--- config.mk ---
export PLATFORM = sky130hd
export DESIGN_NAME = rv32_mod_decode_stage_ctrl
export DESIGN_NICKNAME = d
export VERILOG_FILES = /design/src/rtl/rv32_mod_decode_stage_ctrl.sv
export SDC_FILE = /design/constraint.sdc
export NUM_CORES = 1
export LEC_CHECK = 0
export ABC_AREA = 0
export CAP_MARGIN = 20
export CORE_MARGIN = 5
export CORE_UTILIZATION = 49
export CTS_CLUSTER_DIAMETER = 60
export CTS_CLUSTER_SIZE = 24
export DETAILED_ROUTE_END_ITERATION = 6
export PLACE_DENSITY = 0.82
export SLEW_MARGIN = 0
export SYNTH_ARGS = -nofsm -noshare
export SYNTH_HDL_FRONTEND = slang
export SYNTH_SLANG_ARGS = --single-unit
export TNS_END_PERCENT = 30
--- constraint.sdc ---
create_clock -name clk -period 2 [get_ports clk]
set_clock_uncertainty 0.15 [all_clocks]
set_input_delay 0.6 -clock clk [delete_from_list [all_inputs] [get_ports clk]]
set_output_delay 0.6 -clock clk [all_outputs]
set_load 0.1 [all_outputs]
--- src/rtl/rv32_mod_decode_stage_ctrl.sv ---
`default_nettype none
// ============================================================================
// Module   : rv32_mod_decode_stage_ctrl
// Brief    : Decode-stage holding buffer (output + skid register) that
//            classifies the RV32 instruction format at capture time.
// Revision : 1.0 - initial release
// ============================================================================
module rv32_mod_decode_stage_ctrl (
    input  logic        clk,
    input  logic        rst,
    input  logic        flush,
    input  logic        in_valid,
    output logic        in_ready,
    input  logic [31:0] in_instr,
    input  logic [31:0] in_pc,
    output logic        out_valid,
    input  logic        out_ready,
    output logic [31:0] out_instr,
    output logic [31:0] out_pc,
    output logic [5:0]  out_format,
    output logic        out_illegal
);

    localparam logic [1:0] S_EMPTY = 2'd0;
    localparam logic [1:0] S_ONE   = 2'd1;
    localparam logic [1:0] S_FULL  = 2'd2;

    localparam logic [5:0] c_FMT_R    = 6'b100000;
    localparam logic [5:0] c_FMT_I    = 6'b010000;
    localparam logic [5:0] c_FMT_S    = 6'b001000;
    localparam logic [5:0] c_FMT_B    = 6'b001100;
    localparam logic [5:0] c_FMT_U    = 6'b000010;
    localparam logic [5:0] c_FMT_J    = 6'b000011;
    localparam logic [5:0] c_FMT_NONE = 6'b000000;

    logic [1:0]  r_state;

    logic [31:0] r_out_instr;
    logic [31:0] r_out_pc;
    logic [5:0]  r_out_format;
    logic        r_out_illegal;

    logic [31:0] r_skid_instr;
    logic [31:0] r_skid_pc;
    logic [5:0]  r_skid_format;
    logic        r_skid_illegal;

    logic [5:0]  w_in_format;
    logic        w_in_illegal;
    logic        w_in_fire;
    logic        w_out_fire;

    // Opcode classification; anything unlisted (including compressed
    // encodings with [1:0] != 2'b11) falls through to illegal.
    always_comb begin
        w_in_format  = c_FMT_NONE;
        w_in_illegal = 1'b0;
        case (in_instr[6:0])
            7'b0110011: w_in_format = c_FMT_R;
            7'b0010011,
            7'b0000011,
            7'b1100111,
            7'b1110011,
            7'b0001111: w_in_format = c_FMT_I;
            7'b0100011: w_in_format = c_FMT_S;
            7'b1100011: w_in_format = c_FMT_B;
            7'b0110111,
            7'b0010111: w_in_format = c_FMT_U;
            7'b1101111: w_in_format = c_FMT_J;
            default: begin
                w_in_format  = c_FMT_NONE;
                w_in_illegal = 1'b1;
            end
        endcase
    end

    assign in_ready   = (r_state != S_FULL);
    assign out_valid  = (r_state != S_EMPTY);
    assign w_in_fire  = in_valid && in_ready && !flush;
    assign w_out_fire = out_valid && out_ready;

    always_ff @(posedge clk) begin
        if (rst) begin
            r_state        <= S_EMPTY;
            r_out_instr    <= 32'd0;
            r_out_pc       <= 32'd0;
            r_out_format   <= 6'd0;
            r_out_illegal  <= 1'b0;
            r_skid_instr   <= 32'd0;
            r_skid_pc      <= 32'd0;
            r_skid_format  <= 6'd0;
            r_skid_illegal <= 1'b0;
        end else if (flush) begin
            // Data registers keep stale contents; only the state is cleared.
            r_state <= S_EMPTY;
        end else begin
            case (r_state)
                S_EMPTY: begin
                    if (w_in_fire) begin
                        r_out_instr   <= in_instr;
                        r_out_pc      <= in_pc;
                        r_out_format  <= w_in_format;
                        r_out_illegal <= w_in_illegal;
                        r_state       <= S_ONE;
                    end
                end
                S_ONE: begin
                    if (w_in_fire && w_out_fire) begin
                        r_out_instr   <= in_instr;
                        r_out_pc      <= in_pc;
                        r_out_format  <= w_in_format;
                        r_out_illegal <= w_in_illegal;
                    end else if (w_in_fire) begin
                        r_skid_instr   <= in_instr;
                        r_skid_pc      <= in_pc;
                        r_skid_format  <= w_in_format;
                        r_skid_illegal <= w_in_illegal;
                        r_state        <= S_FULL;
                    end else if (w_out_fire) begin
                        r_state <= S_EMPTY;
                    end
                end
                S_FULL: begin
                    if (w_out_fire) begin
                        r_out_instr   <= r_skid_instr;
                        r_out_pc      <= r_skid_pc;
                        r_out_format  <= r_skid_format;
                        r_out_illegal <= r_skid_illegal;
                        r_state       <= S_ONE;
                    end
                end
                default: r_state <= S_EMPTY;
            endcase
        end
    end

    assign out_instr   = r_out_instr;
    assign out_pc      = r_out_pc;
    assign out_format  = r_out_format;
    assign out_illegal = r_out_illegal;

endmodule
`default_nettype wire

Word level (Yosys, flattened, before mapping)

Index checks and enable logic that the tools add are counted.

Flip-flop bits (word level): 144
Input port bits: 69
Word-level logic and storage cells: 69

Equal/unequal tests: 19
Mux-type cells: 24
Reductions and logical operators: 15
Bitwise logic cells: 2

Operator list:

| cell                                          | count |
|---|---|
| 2-to-1 mux 32 bit                             | 6 |
| one-hot mux 32 bit (3 select lines)           | 2 |
| one-hot mux 6 bit (6 select lines)            | 1 |
| == test 7 bit, second input constant          | 4 |
| == test 7 x 6 -> 1 bit, second input constant | 3 |
| 2-to-1 mux 6 bit                              | 3 |
| one-hot mux 6 bit (3 select lines)            | 1 |
| == test 7 x 5 -> 1 bit, second input constant | 2 |
| OR reduction 11 bit                           | 1 |
| 2-to-1 mux 2 bit                              | 5 |
| inequality test 2 bit, second input constant  | 5 |
| AND reduction 4 bit                           | 2 |
| == test 7 x 2 -> 1 bit, second input constant | 1 |
| == test 7 x 4 -> 1 bit, second input constant | 1 |
| one-hot mux 2 bit (3 select lines)            | 1 |
| AND reduction 5 bit                           | 1 |
| OR reduction 5 bit                            | 1 |
| logical AND 1 bit                             | 4 |
| 2-to-1 mux 1 bit                              | 4 |
| OR reduction 2 bit                            | 2 |
| inequality test 3 bit, second input constant  | 1 |
| one-hot mux 1 bit (3 select lines)            | 1 |
| nonzero test 3 bit                            | 1 |
| == test 2 x 1 -> 1 bit, second input constant | 1 |
| other kinds (5)                               | 6 |

Depth between registers and ports, before layout

Word-level depth: 6
Gate-level depth with buffers: 6
Depth with buffers taken out: 5

Least setup slack after synthesis

No wires, ideal clock.

Path type: reg2out
From: register r_state[1]
To: output in_ready
Cell stages (with the launch flop): 4
Setup slack: -0.342 ns
Buffers on the path: 1
Data required time: 1.250 ns
Data arrival time: 1.592 ns
Cells stage by stage: dfxtp_1 > nor2b_1 > inv_2 > clkbuf_1

Word-level cells in the longest chain between the ends: 1

RTL lines:

| item                     | RTL line | source |
|---|---|---|
| start: declaration       | 36       | `logic [1:0] r_state;` |
| start signal: assignment | 84       | `r_state <= S_EMPTY;` |
| start signal: assignment | 95       | `r_state <= S_EMPTY;` |
| start signal: assignment | 104      | `r_state <= S_ONE;` |
| inequality test 2 bit    | 77       | `assign in_ready = (r_state != S_FULL);` |
| end: declaration         | 13       | `output logic in_ready,` |

Every way passes these cells.

Final worst setup path

From: input in_instr[4]
To: register r_out_format[0], in the netlist out_format[0]

Word-level cells in the longest chain between the ends: 5
Elaborated cells between the ends (all ways): 17

RTL lines:

| item                                                            | RTL line | source |
|---|---|---|
| start: declaration                                              | 14       | `input logic [31:0] in_instr,` |
| == test 7 x 5 -> 1 bit, or another cell as far along            | 58       | `case (in_instr[6:0])` |
| OR reduction 5 bit / OR reduction 2 bit (equally long branches) | 58       |  |
| one-hot mux 6 bit (6 select lines) *                            | 58       |  |
| 2-to-1 mux 6 bit, on equally long branches                      | 108, 99  |  |
| one-hot mux 6 bit (3 select lines) *                            | 97       | `case (r_state)` |
| end signal: assignment                                          | 102      | `r_out_format <= w_in_format;` |
| end signal: assignment                                          | 111      | `r_out_format <= w_in_format;` |
| end signal: assignment                                          | 127      | `r_out_format <= r_skid_format;` |
| end: declaration                                                | 40       | `logic [5:0] r_out_format;` |

Every way passes the cells marked *; elsewhere a longest branch is shown, timed or not. The select of a mux whose other input is x is not followed.
A chain may end at the register's enable or synchronous reset.

==> impl_metrics.json <==
{
  "run_status": "complete, but fails checks",
  "failed_checks": "setup timing",
  "core_ar_sq_mm": 0.0119,
  "syn2layout_area_growth_pct": 54.9,
  "routed_via_density": 6.12,
  "syn_inst": 752,
  "critPathMaxFanout": 5,
  "synth_enable_flop_cells": 0,
  "cp_cell_sequence": "clkdlybuf4s50_1, buf_4, nand4b_1, nor3_1, a2111oi_1, a211oi_1",
  "num-nets-final": 954,
  "htreeDepth": 4,
  "io_buffer_count": 141,
  "worst_ep_arrival_time_ps": 2140,
  "vias_in_the_first_global_route": 6371,
  "finalCritPeriodShare": 1.01,
  "vias": 6388,
  "row_count": 40,
  "totalPowerFinal_mw": 7.97,
  "cts_sinks": 144,
  "clock_power_share": 0.383,
  "post_route_cells_drive_above_1_share": 0.186,
  "ys_warn_count": 0,
  "drt_pass1_iterations": 5,
  "start_util": 0.494,
  "num_io_pins": 142,
  "synthesis.area_sq_mm": 0.00586,
  "fin_ws_ps": -16.7,
  "synth.net_count": 821,
  "hold_path_class": "reg -> reg",
  "max-clock-path-buffers": 2,
  "vdd_drop_max_v": 0.000530,
  "cellLeakagePower_nw": 3.32,
  "critical_path_class": "in -> reg",
  "grt.total_usage": 0.265,
  "global_route_wire_length_before_repair_um": 30900,
  "numPlacedInstances": 1010,
  "antenna_violating_nets_post_route": 0,
  "cts-root-buf": "clkbuf_16",
  "drc": 0,
  "gr-total-overflow": 0,
  "drt-initial-drc-count": 762,
  "setup_tns_ps": -16.7,
  "final_report_setup_violation_count": 1,
  "numCtsBuffers": 17,
  "largest_net_degree_at_the_start_of_global_routing": 104,
  "die-height_um": 119,
  "postSynthRegisterBits": 144,
  "slew_headroom": 0.683,
  "maxSlewViolCount": 0,
  "die_area_sq_mm": 0.0143,
  "max_freq_ghz": 0.496,
  "drt-wirelength-per-cell_um": 18.6,
  "hold_viol": 0,
  "grt_antenna_before_repair": 1,
  "post_placement_worst_setup_slack_ps": -490,
  "comb_power_share": 0.227,
  "total_length_of_routed_wires_um": 19400,
  "critical-path-slowest-cell": "clkdlybuf4s50_1",
  "final_period_minus_worst_setup_slack_ps": 2020,
  "timing.hold.ws_ps": 306,
  "synth_async_sr_flop_share": 0,
  "timing.max_cap.violations": 0,
  "gp_congestion": 0.834,
  "ys_seq_area_frac": 0.492,
  "ctsHoldBuffers": 0,
  "critical_path.max_stage_delay_ps": 590,
  "timing.critical_path.from_type": "input pin",
  "cts_tree": "built",
  "worstMarginPinSlew_ps": 476,
  "detailed_place_hpwl_um": 12200,
  "yosys_most_used_dff": "dfxtp_1",
  "final_util": 0.766,
  "timing.critical_path.required_ps": 2130,
  "cellPowerDensity_mw_per_mm2": 878,
  "switching_part_of_the_total": 0.305,
  "end_kind": "flop",
  "final_area_sq_mm": 0.00908,
  "clkTransAtPathRegs_ps": 60,
  "worstSkewPairLatency_ps": 410,
  "ys_types": 34,
  "die_x_um": 119,
  "net-switching-power_mw": 2.43,
  "average_cell_area_after_synthesis_sq_um": 7.80,
  "placed_area_sq_mm": 0.00837,
  "power_report.internal_total_mw": 5.54,
  "power.share.sequential": 0.390,
  "final-instance-count-excl-fill": 1044
}
==> Yosys cell counts, drive strengths merged (2+ instances only) <==
master   number  area share
dfxtp       144        0.49
nor2          2      0.0017
clkbuf       54       0.035
a2111oi       2      0.0030
nor4          2      0.0021
o21ai         4      0.0041
or2           2      0.0021
a211oi        3      0.0038
buf          15       0.013
nand3         6      0.0051
nand2b        4      0.0043
nor3          4      0.0043
inv           6      0.0038
or3b          2      0.0030
a21oi       144        0.12
nand3b        2      0.0026
a311oi       68        0.10
nand2       272        0.17
nand4b        2      0.0030
nor2b         4      0.0043
or4           2      0.0026
==> cells in the final DEF, fill, tap and decap left out, drive strengths merged, types with 2 or more instances in the layout <==
cell type	Yosys	layout
a21oi	144	144
dfxtp	144	144
nand3	6	6
nor2b	4	4
clkinvlp	0	3
inv	6	6
nor2	2	2
o21ai	4	4
nand2	272	272
or4	2	2
a2111oi	2	2
or2	2	2
nand4b	2	2
clkbuf	54	20
buf	15	115
nand3b	2	2
bufinv	0	2
nor3	4	4
clkinv	0	6
nor4	2	2
or3b	2	2
dlymetal6s2s	0	4
a311oi	68	68
a211oi	3	3
clkdlybuf4s50	0	63
nand2b	4	4
==> layout make-up <==
| type | count | area (sq um) |
|---|---|---|
| Timing Repair Buffer | 183 | 2640 |
| Inverter | 6 | 22.5 |
| Clock inverter | 11 | 116 |
| Tap cell | 147 | 184 |
| Sequential cell | 144 | 2890 |
| Antenna cell | 1 | 2.50 |
| Fill cell | 756 | 2780 |
| Multi-Input combinational cell | 533 | 2780 |
| Clock buffer | 19 | 453 |
==> flip-flops by register name, indices dropped and copies added, names as in the netlist <==
signal,count
out_format,6
out_instr,32
r_skid_instr,32
r_skid_illegal,1
r_state,2
out_pc,32
out_illegal,1
r_skid_pc,32
r_skid_format,6
==> cell families after synthesis <==
group                  after synthesis  share of synthesized area
and+or+nand+nor                    307                      0.213
AOI/OAI and AO/OA                  225                      0.242
DFF                                144                      0.492
buffers and inverters               75                     0.0512
muxes                                1                    0.00171
==> worst paths after layout <==
check	start	endpoint	slack [ps]	cells past startpoint
max reg2reg	r_state[1]	out_instr[27]	220	5
min	r_skid_pc[2]	r_skid_pc[2]	310	2
max	in_instr[4]	out_format[0]	-20	6
min reg2reg	r_skid_pc[2]	r_skid_pc[2]	310	2
==> worst max-delay path: cells and delay by family <==
kind	cells	cell delay (ps)
buf+inv	2	760
compound gates	2	540
simple gates	2	240
==> power groups by stage <==
stage | Combinational, mW | Clock [mW] | Sequential [mW]
global placement | 1.74 | 0 | 3.16
floorplan | 0.330 | 0 | 3.82
finish | 1.81 | 3.05 | 3.11
global route | 1.87 | 3.22 | 3.12
CTS | 1.78 | 3.07 | 3.11
detailed placement | 1.77 | 0 | 3.17
==> per-layer routing <==
| metal | global-route usage | up-vias | share of wire |
|---|---|---|---|
| met5 | 0 | - | 0 |
| met3 | 0.0745 | 67 | 0.084 |
| met1 | 0.296 | 3058 | 0.37 |
| met2 | 0.465 | 372 | 0.51 |
| met4 | 0.127 | 0 | 0.031 |
| li1 | - | 2891 | - |
==> timing repair <==
| action | 4_1_cts | 5_1_grt |
|---|---|---|
| resized for setup | 6 | 18 |
| gates cloned | 0 | 1 |
| pin swaps | 1 | 2 |
| buffers inserted | 1 | 1 |
| endpoints found under the setup margin | 22 | 142 |
(Power assumes the default switching activity.)
